--- src/rtl/tdm_demux_1_4_if.sv ---
// Bundle between the TDM stream source and the 1:4 demultiplexer.
// The source drives din/din_valid/sync; the demux returns channels and status.
interface tdm_demux_1_4_if #(
    parameter int WIDTH = 3
);
    logic [WIDTH-1:0] din;
    logic             din_valid;
    logic             sync;
    logic [WIDTH-1:0] d0;
    logic [WIDTH-1:0] d1;
    logic [WIDTH-1:0] d2;
    logic [WIDTH-1:0] d3;
    logic             frame_valid;
    logic             sync_err;
    logic             locked;

    modport master (
        output din, din_valid, sync,
        input  d0, d1, d2, d3, frame_valid, sync_err, locked
    );

    modport slave (
        input  din, din_valid, sync,
        output d0, d1, d2, d3, frame_valid, sync_err, locked
    );
endinterface

--- src/rtl/tdm_demux_1_4.sv ---
// 1:4 TDM demultiplexer: frames of 4 slots marked by sync on slot 0,
// channel outputs reload together once per complete frame.
module tdm_demux_1_4 #(
    parameter int WIDTH = 3
) (
    input logic              clk,
    input logic              rst,
    tdm_demux_1_4_if.slave   bus
);
    typedef enum logic {HUNT, LOCKED} state_t;

    state_t           state, state_n;
    logic [1:0]       cnt, cnt_n;
    logic [WIDTH-1:0] sh0, sh1, sh2;
    logic [WIDTH-1:0] sh0_n, sh1_n, sh2_n;
    logic [WIDTH-1:0] d0, d1, d2, d3;
    logic [WIDTH-1:0] d0_n, d1_n, d2_n, d3_n;
    logic             fv, fv_n;
    logic             err, err_n;

    always_ff @(posedge clk or posedge rst) begin
        if (rst) begin
            state <= HUNT;
            cnt   <= '0;
            sh0   <= '0;
            sh1   <= '0;
            sh2   <= '0;
            d0    <= '0;
            d1    <= '0;
            d2    <= '0;
            d3    <= '0;
            fv    <= 1'b0;
            err   <= 1'b0;
        end else begin
            state <= state_n;
            cnt   <= cnt_n;
            sh0   <= sh0_n;
            sh1   <= sh1_n;
            sh2   <= sh2_n;
            d0    <= d0_n;
            d1    <= d1_n;
            d2    <= d2_n;
            d3    <= d3_n;
            fv    <= fv_n;
            err   <= err_n;
        end
    end

    always_comb begin
        state_n = state;
        cnt_n   = cnt;
        sh0_n   = sh0;
        sh1_n   = sh1;
        sh2_n   = sh2;
        d0_n    = d0;
        d1_n    = d1;
        d2_n    = d2;
        d3_n    = d3;
        fv_n    = 1'b0;
        err_n   = 1'b0;
        if (bus.din_valid) begin
            unique case (state)
                HUNT: begin
                    if (bus.sync) begin
                        sh0_n   = bus.din;
                        cnt_n   = 2'd1;
                        state_n = LOCKED;
                    end
                end
                LOCKED: begin
                    if (bus.sync) begin
                        // Early sync restarts the frame rather than dropping lock
                        err_n = (cnt != 2'd0);
                        sh0_n = bus.din;
                        cnt_n = 2'd1;
                    end else begin
                        unique case (cnt)
                            2'd0: begin
                                err_n   = 1'b1;
                                state_n = HUNT;
                            end
                            2'd1: begin
                                sh1_n = bus.din;
                                cnt_n = 2'd2;
                            end
                            2'd2: begin
                                sh2_n = bus.din;
                                cnt_n = 2'd3;
                            end
                            2'd3: begin
                                d0_n  = sh0;
                                d1_n  = sh1;
                                d2_n  = sh2;
                                d3_n  = bus.din;
                                fv_n  = 1'b1;
                                cnt_n = 2'd0;
                            end
                        endcase
                    end
                end
            endcase
        end
    end

    assign bus.d0          = d0;
    assign bus.d1          = d1;
    assign bus.d2          = d2;
    assign bus.d3          = d3;
    assign bus.frame_valid = fv;
    assign bus.sync_err    = err;
    assign bus.locked      = (state == LOCKED);
endmodule

--- src/flat_wrapper.sv ---
// flat-port wrapper written by rule: the top's interface ports become plain ports
module tdm_demux_1_4_flat 
#(
    parameter int WIDTH = 3
)
  (clk, rst, bus_din, bus_din_valid, bus_sync, bus_d0, bus_d1, bus_d2, bus_d3, bus_frame_valid, bus_sync_err, bus_locked);
  tdm_demux_1_4_if #(.WIDTH(WIDTH)) bus_i ();
  input logic clk;
  input logic rst;
  input wire logic [$bits(bus_i.din)-1:0] bus_din;
  input wire logic [$bits(bus_i.din_valid)-1:0] bus_din_valid;
  input wire logic [$bits(bus_i.sync)-1:0] bus_sync;
  output wire logic [$bits(bus_i.d0)-1:0] bus_d0;
  output wire logic [$bits(bus_i.d1)-1:0] bus_d1;
  output wire logic [$bits(bus_i.d2)-1:0] bus_d2;
  output wire logic [$bits(bus_i.d3)-1:0] bus_d3;
  output wire logic [$bits(bus_i.frame_valid)-1:0] bus_frame_valid;
  output wire logic [$bits(bus_i.sync_err)-1:0] bus_sync_err;
  output wire logic [$bits(bus_i.locked)-1:0] bus_locked;
  assign bus_i.din = bus_din;
  assign bus_i.din_valid = bus_din_valid;
  assign bus_i.sync = bus_sync;
  assign bus_d0 = bus_i.d0;
  assign bus_d1 = bus_i.d1;
  assign bus_d2 = bus_i.d2;
  assign bus_d3 = bus_i.d3;
  assign bus_frame_valid = bus_i.frame_valid;
  assign bus_sync_err = bus_i.sync_err;
  assign bus_locked = bus_i.locked;
  tdm_demux_1_4 #(.WIDTH(WIDTH)) u_core (.clk(clk), .rst(rst), .bus(bus_i));
endmodule
--- config.mk ---
export PLATFORM = sky130hd
export DESIGN_NAME = tdm_demux_1_4_flat
export DESIGN_NICKNAME = d
export VERILOG_FILES = /design/src/rtl/tdm_demux_1_4_if.sv /design/src/rtl/tdm_demux_1_4.sv /design/src/flat_wrapper.sv
export SDC_FILE = /design/constraint.sdc
export NUM_CORES = 1
export LEC_CHECK = 0
export ABC_AREA = 0
export ABC_CLOCK_PERIOD_IN_PS = 1400
export CAP_MARGIN = 20
export CORE_MARGIN = 2
export CORE_UTILIZATION = 28
export CTS_CLUSTER_SIZE = 20
export DETAILED_ROUTE_END_ITERATION = 12
export PLACE_DENSITY = 0.62
export SETUP_SLACK_MARGIN = 0.3
export SLEW_MARGIN = 20
export SYNTH_ARGS = -nofsm -noshare
export SYNTH_HDL_FRONTEND = slang
export SYNTH_SLANG_ARGS = --single-unit
--- constraint.sdc ---
create_clock -name clk -period 1.4 [get_ports clk]
set_input_delay 0.28 -clock clk [delete_from_list [all_inputs] [get_ports clk]]
set_output_delay 0.28 -clock clk [all_outputs]
set_load 0.005 [all_outputs]
# Yosys cells after proc, flatten, opt, wreduce, memory -nomap -nowiden
# Cells that the tools add are included.
classes:
  bitwise: 2
  reduce_logical: 7
  eq_ne: 5
  n_mux: 17
op_table:
  columns: ["cell", "count"]
  rows:
  - ["$reduce_and A4 Y1", 3]
  - ["$mux W1", 11]
  - ["$pmux W2 S3", 1]
  - ["$ne A5 B5 Y1 const B", 1]
  - ["$eq A2 B2 Y1 const B", 2]
  - ["$mux W2", 2]
  - ["$pmux W2 S2", 1]
  - ["$mux W3", 1]
  - ["$reduce_and A3 Y1", 1]
  - ["$eq A2 B1 Y1 const B", 1]
  - ["$logic_not A2 Y1", 1]
  - ["$ne A2 B2 Y1 const B", 1]
  - ["$not A1 Y1", 2]
  - ["$pmux W1 S2", 1]
  - ["$reduce_and A2 Y1", 1]
  - ["$reduce_bool A2 Y1", 1]
word_totals:
  ff_bits: 26
  in_bits: 7
  word_cells: 42

# Depth between registers and ports, before layout
# Gate-level depths: netlist of the first run.
logic_depth:
  word_depth: 5
  depth_mapped: 4
  ltp_nobuf: 3

# Worst setup path after synthesis of the first run
# No wires, ideal clock.
synth_timing:
  path_type: "reg2reg"
  start: "register u_core.state (netlist: u_core.bus.locked)"
  end: "register u_core.d3[0] (netlist: u_core.bus.d3[0])"
  setup_time_ns: 0.125
  arrival_time_ns: 1.262
  path_stages_with_launch: 5
  t_required_ns: 1.275
  path_slack_ns: 0.013
  n_path_buf: 1
  path_cell_list: "dfrtp_1 > nand3_1 > nor2_1 > buf_6 > mux2_2"
synth_between:
  elab_chain_len: 1
synth_rtl:
  columns: ["item", "line", "text"]
  rows:
  - ["start: declaration", "tdm_demux_1_4.sv:12", "state_t state, state_n;"]
  - ["start signal: assignment", "tdm_demux_1_4.sv:35", "state <= state_n;"]
  - ["$reduce_and A4 Y1 (no line)", null, null]
  - ["end signal: assignment", "tdm_demux_1_4.sv:43", "d3 <= d3_n;"]
  - ["end: declaration", "tdm_demux_1_4.sv:16", "logic [WIDTH-1:0] d0, d1, d2, d3;"]
# Every way passes these cells.
# A chain may end at the register's enable or synchronous reset.

# Worst setup path in the final report of the first run
layout_timing:
  start: "register u_core.state (netlist: u_core.bus.locked)"
  end: "register u_core.sh2[1]"
layout_between:
  elab_chain_len: 1
layout_rtl:
  columns: ["item", "line", "text"]
  rows:
  - ["$reduce_and A4 Y1 (no line)", null, null]
  - ["end signal: assignment", "tdm_demux_1_4.sv:39", "sh2 <= sh2_n;"]
  - ["end: declaration", "tdm_demux_1_4.sv:14", "logic [WIDTH-1:0] sh0, sh1, sh2;"]
# Every way passes these cells.

==> results_dict.tcl, run 1 <==
set metrics [dict create \
    pin_count 22 \
    grt_pass1_vias 707 \
    min-delay-path-class "input pin to asynchronous set/reset pin" \
    powerDensity_nw_per_um2 1806 \
    ys_types 16 \
    min_period_ns 1.325 \
    ant_nets 0 \
    relSlewSlack_pct 78.33 \
    slew_violations 0 \
    fin_util_pct 40.29 \
    die-area_um2 4131 \
    crit_chain "buf_6 > nand3_4 > or3_4 > mux2_2" \
    synthTopCellsByArea "dfrtp_1 64%, mux2_2 23%, a21o_1 1.5%, nand2_1 1.5%, ha_1 1.2%" \
    ys_seq_elements 26 \
    die_h_um 64.28 \
    crit_path_max_incr_delay_ns 0.39 \
    n_fill_cell 362 \
    synth_flop_cell "dfrtp_1" \
    drc_errors 0 \
    areaGrowthSynthToFinish_pct 35.30 \
    dr_total_vias 639 \
    h-tree-depth 1 \
    switching_share_pct 26.84 \
    hold_slack_ns 0.2885 \
    crit_fanout 5 \
    power.switching_uw 667.2 \
    start_util_pct 29.78 \
    finalSetupViolations 0 \
    synth.avg_cell_area_um2 14.96 \
    synth.most_common_cell "dfrtp_1" \
    layout.nets 109 \
    p_seq_share_pct 49.0 \
    syn_nets 76 \
    crit_path_start_kind "flip-flop" \
    numCtsBuffers 3 \
    cp_num_buf_inv 1 \
    layoutNonFillerInstCount 146 \
    finalPower_uw 2486 \
    synth_cells 68 \
    netlist_area_um2 1017 \
    p_leak_uw 0.0006704 \
    tightest_slew_ns 0.3250 \
    place_congestion 0.8598 \
    avgRoutedWirePerCell_um 12.89 \
    drive_gt1_share_pct 57.00 \
    grt_usage_pct 10.53 \
    endpoint_kind "flip-flop" \
    hpwl_mm 1.340 \
    drt-total-wl_mm 1.882 \
    clock_skew_ns 0.005565 \
    grt_max_degree 27 \
    place_inst 138 \
    antenna_found_initial 0 \
    drv_cap 0 \
    drt-initial-drc-count 10 \
    clk_latency_ns 0.32 \
    async_flop_share_pct 100.0 \
    core_area_um2 3416 \
    cts_root_buf "clkbuf_4" \
    p_clk_share_pct 20.6 \
    worst_path_max_delay_cell "dfrtp_2" \
    ys_seq_area_share_pct 63.96 \
    yosys_warnings 0 \
    cts_tree "done" \
    cp_data_arrival_time_ns 1.54 \
    crit_type "flip-flop to flip-flop" \
    path_delay_family "simple AND/OR/NAND/NOR gates" \
    vdd_drop_max_mv 0.9610 \
    rows 21 \
    synth_top_area_share_pct 63.96 \
    cts_buffer_depth 2 \
    period_share_pct 94.65 \
    synth_edf_count 0 \
    share_comb_of_total_power_pct 30.3 \
    status "completed" \
    p_int_uw 1819 \
    synth_commonest_cells "26 x dfrtp_1, 21 x mux2_2, 4 x nand2_1, 3 x nor2_1" \
    cts_sinks 26 \
    synth_top_area_cell "dfrtp_1" \
    hold_viol 0 \
    rsz0062_at_grt "true" \
    crit_required_ns 1.62 \
    grt-ovfl-total 0 \
    drtPass1Iterations 2 \
    cts.clk_slew.worst_paths_ns 0.14 \
    die_w_um 64.28 \
    port_buffers 21 \
    avgViaCountPerCell 4.377 \
    antenna_cells 0 \
    timing.fmax_mhz 754.6 \
    grt_pass1_wl_mm 3.339 \
]
-- stage by stage --
stage / setup slack [ns] / area (um2) / setup TNS [ns]
CTS: 0.06629 / 1373 / 0
finish: 0.07486 / 1376 / 0
detailed placement: -0.3798 / 1346 / -6.890
global placement: -0.3440 / 1346 / -6.550
global route: 0.03079 / 1376 / 0
floorplan: 0.1081 / 1047 / 0
-- sequential cells by signal (all words and copies together) (netlist names) --
| name | count |
|---|---|
| u_core.bus.d3 | 3 |
| u_core.cnt | 2 |
| u_core.bus.sync_err | 1 |
| u_core.bus.d0 | 3 |
| u_core.sh0 | 3 |
| u_core.bus.frame_valid | 1 |
| u_core.bus.d1 | 3 |
| u_core.bus.d2 | 3 |
| u_core.sh1 | 3 |
| u_core.sh2 | 3 |
| u_core.bus.locked | 1 |
-- power by group through the flow --
stage               clock network, uW  logic, uW  registers [uW]
finish                            512        754            1220
detailed placement                  0        852            1260
floorplan                           0        354            1240
global route                      586        831            1260
global placement                    0        832            1250
CTS                               539        765            1220
-- worst min-delay path, delay by kind of cell --
kind                   cells  cell delay (ns)
buffers and inverters      3             0.75
-- layer usage --
layer / wire (um) / part of all wire, % / global-route usage (%)
met5: 0 / 0 / 0
met4: 8 / 0.43 / 2.394
met3: 105 / 5.6 / 3.521
met2: 944 / 50 / 17.58
met1: 824 / 44 / 13.20
-- timing repair --
item / CTS / global route
gates resized for setup: 66 / 2
endpoints found under the hold margin: 0 / 0
hold buffers: 0 / 0
pin swaps: 1 / 1
gates cloned: 0 / 0
setup endpoints to repair: 37 / 35
setup buffers: 3 / 1
-- final cells by class --
| type | instances | area (um2) | share of cell area, % |
|---|---|---|---|
| timing repair buffer | 29 | 209.0 | 15.18 |
| clock buffer | 3 | 22.52 | 1.636 |
| clock inverter | 1 | 30.03 | 2.182 |
| sequential | 26 | 654.4 | 47.55 |
| inverter | 2 | 7.507 | 0.5455 |
| multi-input combinational | 39 | 395.4 | 28.73 |
| tap | 46 | 57.56 | 4.182 |
-- cells by family (layout without fill, tap and decap cells) --
logic type	after synthesis	in the layout	share of synthesized area, %
muxes	21	21	23.25
buffers and inverters	3	35	1.845
DFF	26	26	63.96
AOI/OAI and AO/OA	6	6	3.935
and+or+nand+nor	11	11	5.780
adders and majority gates	1	1	1.230
-- cells in the final DEF (no fill, tap or decap), drive strengths merged, types with 2 or more instances in the layout --
cell,count
dfrtp,26
buf,22
mux2,21
clkdlybuf4s50,4
nand2,4
clkbuf,4
nor2,3
inv,2
a21o,2
dlygate4sd2,2
-- path summary, 6_finish.rpt --
check	start	to	slack (ns)	cells past startpoint
max	u_core.bus.locked	u_core.sh2[1]	0.07	4
min	rst	u_core.bus.d3[1]	0.29	3
max reg2reg	u_core.bus.locked	u_core.sh2[1]	0.07	4
min reg2reg	u_core.sh0[2]	u_core.bus.d0[2]	0.52	1
max in group asynchronous	rst	u_core.bus.locked	0.84	3
min in group clk	bus_din_valid	u_core.bus.locked	0.46	2
No activity file was read; power rests on OpenSTA's default activity.
==> run 2: changes to the inputs <==
--- a/config.mk
+++ b/config.mk
@@ -8,10 +8,12 @@
 export ABC_AREA = 0
 export ABC_CLOCK_PERIOD_IN_PS = 1400
 export CAP_MARGIN = 20
+export CORE_ASPECT_RATIO = 1.25
 export CORE_MARGIN = 2
 export CORE_UTILIZATION = 28
 export CTS_CLUSTER_SIZE = 20
 export DETAILED_ROUTE_END_ITERATION = 12
+export GPL_ROUTABILITY_DRIVEN = 0
 export PLACE_DENSITY = 0.62
 export SETUP_SLACK_MARGIN = 0.3
 export SLEW_MARGIN = 20
==> run 2 against run 1 <==
Register-to-register slack better by 0.02 ns. Largest cell class unchanged. Combinational power increased by 5.3%. Global-route usage fell by 0.21 points. Cell area rose by 0.36%. Worst hold slack improved by 0.077 ns. Sequential share of layout area is 0.17 points lower. Count of clock-buffer cells in the layout increased by 1. Critical path depth is 1 lower. Worst setup slack better by 0.016 ns. Clock skew hardly changed.
==> results_dict.tcl, run 2 (synthesized netlist as in run 1, its figures left out) <==
set metrics [dict create \
    status "completed" \
    die_h_um 71.39 \
    crit_type "flip-flop to flip-flop" \
    tightest_slew_ns 0.3191 \
    worst_path_max_delay_cell "dfrtp_2" \
    core_area_um2 3483 \
    p_int_uw 1763 \
    top_usage_layer "met2" \
    antenna_cells 0 \
    port_buffers 21 \
    hold_viol 0 \
    final_common_cell "dfrtp_1" \
    crit_path_start_kind "flip-flop" \
    cts_buffer_depth 2 \
    rows 24 \
    start_util_pct 29.20 \
    hpwl_mm 1.424 \
    postLayoutCellArea_um2 1381 \
    switching_share_pct 27.59 \
    path_delay_family "simple AND/OR/NAND/NOR gates" \
    power.switching_uw 671.6 \
    grt_pass1_vias 742 \
    crit_fanout 5 \
    dr_total_vias 666 \
    fin_tns_setup_ns 0 \
    slew_violations 0 \
    cts_sinks 26 \
    drt-initial-drc-count 11 \
    p_clk_share_pct 17.0 \
    layout.nets 112 \
    cp_data_arrival_time_ns 1.46 \
    cp_num_buf_inv 0 \
    period_share_pct 93.51 \
    drt-total-wl_mm 1.954 \
    cts_root_buf "clkbuf_8" \
    grt_max_degree 27 \
    timing.fmax_mhz 763.9 \
    grt_usage_pct 10.32 \
    h-tree-depth 1 \
    rsz0062_at_grt "true" \
    use_met1_pct 12.16 \
    clock_skew_ns 0.005944 \
    finalSetupViolations 0 \
    crit_chain "nand3_4 > or3_4 > mux2_2" \
    p_seq_share_pct 50.4 \
    die_w_um 57.91 \
    crit_path_max_incr_delay_ns 0.45 \
    finalPower_uw 2435 \
    areaGrowthSynthToFinish_pct 35.79 \
    crit_required_ns 1.55 \
    antenna_found_initial 0 \
    vdd_drop_max_mv 0.9946 \
    drive_gt1_share_pct 58.25 \
    cts_hold_buffers 0 \
    share_comb_of_total_power_pct 32.6 \
    cts_tree "done" \
    drtPass1Iterations 3 \
    avgViaCountPerCell 4.690 \
    avgRoutedWirePerCell_um 13.76 \
    min-delay-path-class "input pin to asynchronous set/reset pin" \
    grt_pass1_wl_mm 3.277 \
    p_leak_uw 0.0006743 \
    grt_use_met3_pct 1.986 \
    endpoint_kind "flip-flop" \
    drv_cap 0 \
    pin_count 22 \
    ant_nets 0 \
    placed_cell_area_um2 1345 \
    numCtsBuffers 3 \
    clk_latency_ns 0.26 \
    die-area_um2 4134 \
    use_met2_pct 17.93 \
    n_fill_cell 355 \
    cts.clk_slew.worst_paths_ns 0.08 \
    grt-ovfl-total 0 \
    drc_errors 0 \
    relSlewSlack_pct 78.73 \
    powerDensity_nw_per_um2 1763 \
    min_period_ns 1.309 \
    final_cell_mix "23 x dfrtp_1, 20 x mux2_2, 14 x buf_2" \
]
## run 2: changes by cell type in the layout (fill, tap and decap cells not counted), sizes merged
| cell | delta |
|---|---|
| clkbuf | +1 |
| bufinv | -1 |
| buf | +3 |
## run 2: final timing paths
kind	start	end	slack [ns]	depth (start not counted)
hold reg to reg	u_core.sh0[1]	u_core.sh0[1]	0.50	1
hold / removal	rst	u_core.bus.d1[2]	0.37	3
setup / recovery	u_core.cnt[1]	u_core.sh2[1]	0.09	3
min in group clk	u_core.sh0[1]	u_core.sh0[1]	0.50	1
max in group asynchronous	rst	u_core.bus.locked	0.77	3
setup reg to reg	u_core.cnt[1]	u_core.sh2[1]	0.09	3
## run 2: area by class of cell
type,count,area [um2],share of cell area (%)
Multi-Input combinational cell,39,390.4,28.26
Tap cell,39,48.80,3.533
Clock buffer,4,45.04,3.261
Timing Repair Buffer,32,235.2,17.03
Sequential cell,26,654.4,47.37
Inverter,2,7.507,0.5435
## run 2: per-stage QoR
stage	cells	setup slack, ns	util (%)	hold slack (ns)
CTS	140	0.03395	39.04	0.3798
finish	142	0.09085	39.66	0.3659
detailed placement	132	-0.3543	38.61	0.4862
global route	142	0.03717	39.66	0.4032
floorplan	68	0.1081	-	0.3199
global placement	132	-0.3135	38.61	0.4847
## run 2: repair_timing
action | CTS | global route
hold endpoints to repair | 0 | 0
pin swaps | 2 | 3
endpoints found under the setup margin | 40 | 24
gates resized for setup | 63 | 5
buffers inserted | 4 | 2
## run 2: metal layers
layer  part of all wire [%]  wire length (um)
met1                     40               773
met5                      0                 0
met4                   0.61                12
met3                    4.5                88
met2                     55              1080
## run 2: power groups by stage
stage | Clock [uW] | Sequential (uW) | Combinational [uW]
6_report | 413 | 1230 | 794
4_1_cts | 425 | 1230 | 767
5_1_grt | 468 | 1270 | 867
3_3_place_gp | 0 | 1250 | 836
2_1_floorplan | 0 | 1240 | 354
3_5_place_dp | 0 | 1260 | 853
## run 2: worst register-to-register path, stage by stage (launching register included)
cell,delay (ns)
dfrtp_2,0.45
nand3_4,0.10
or3_4,0.36
mux2_2,0.28
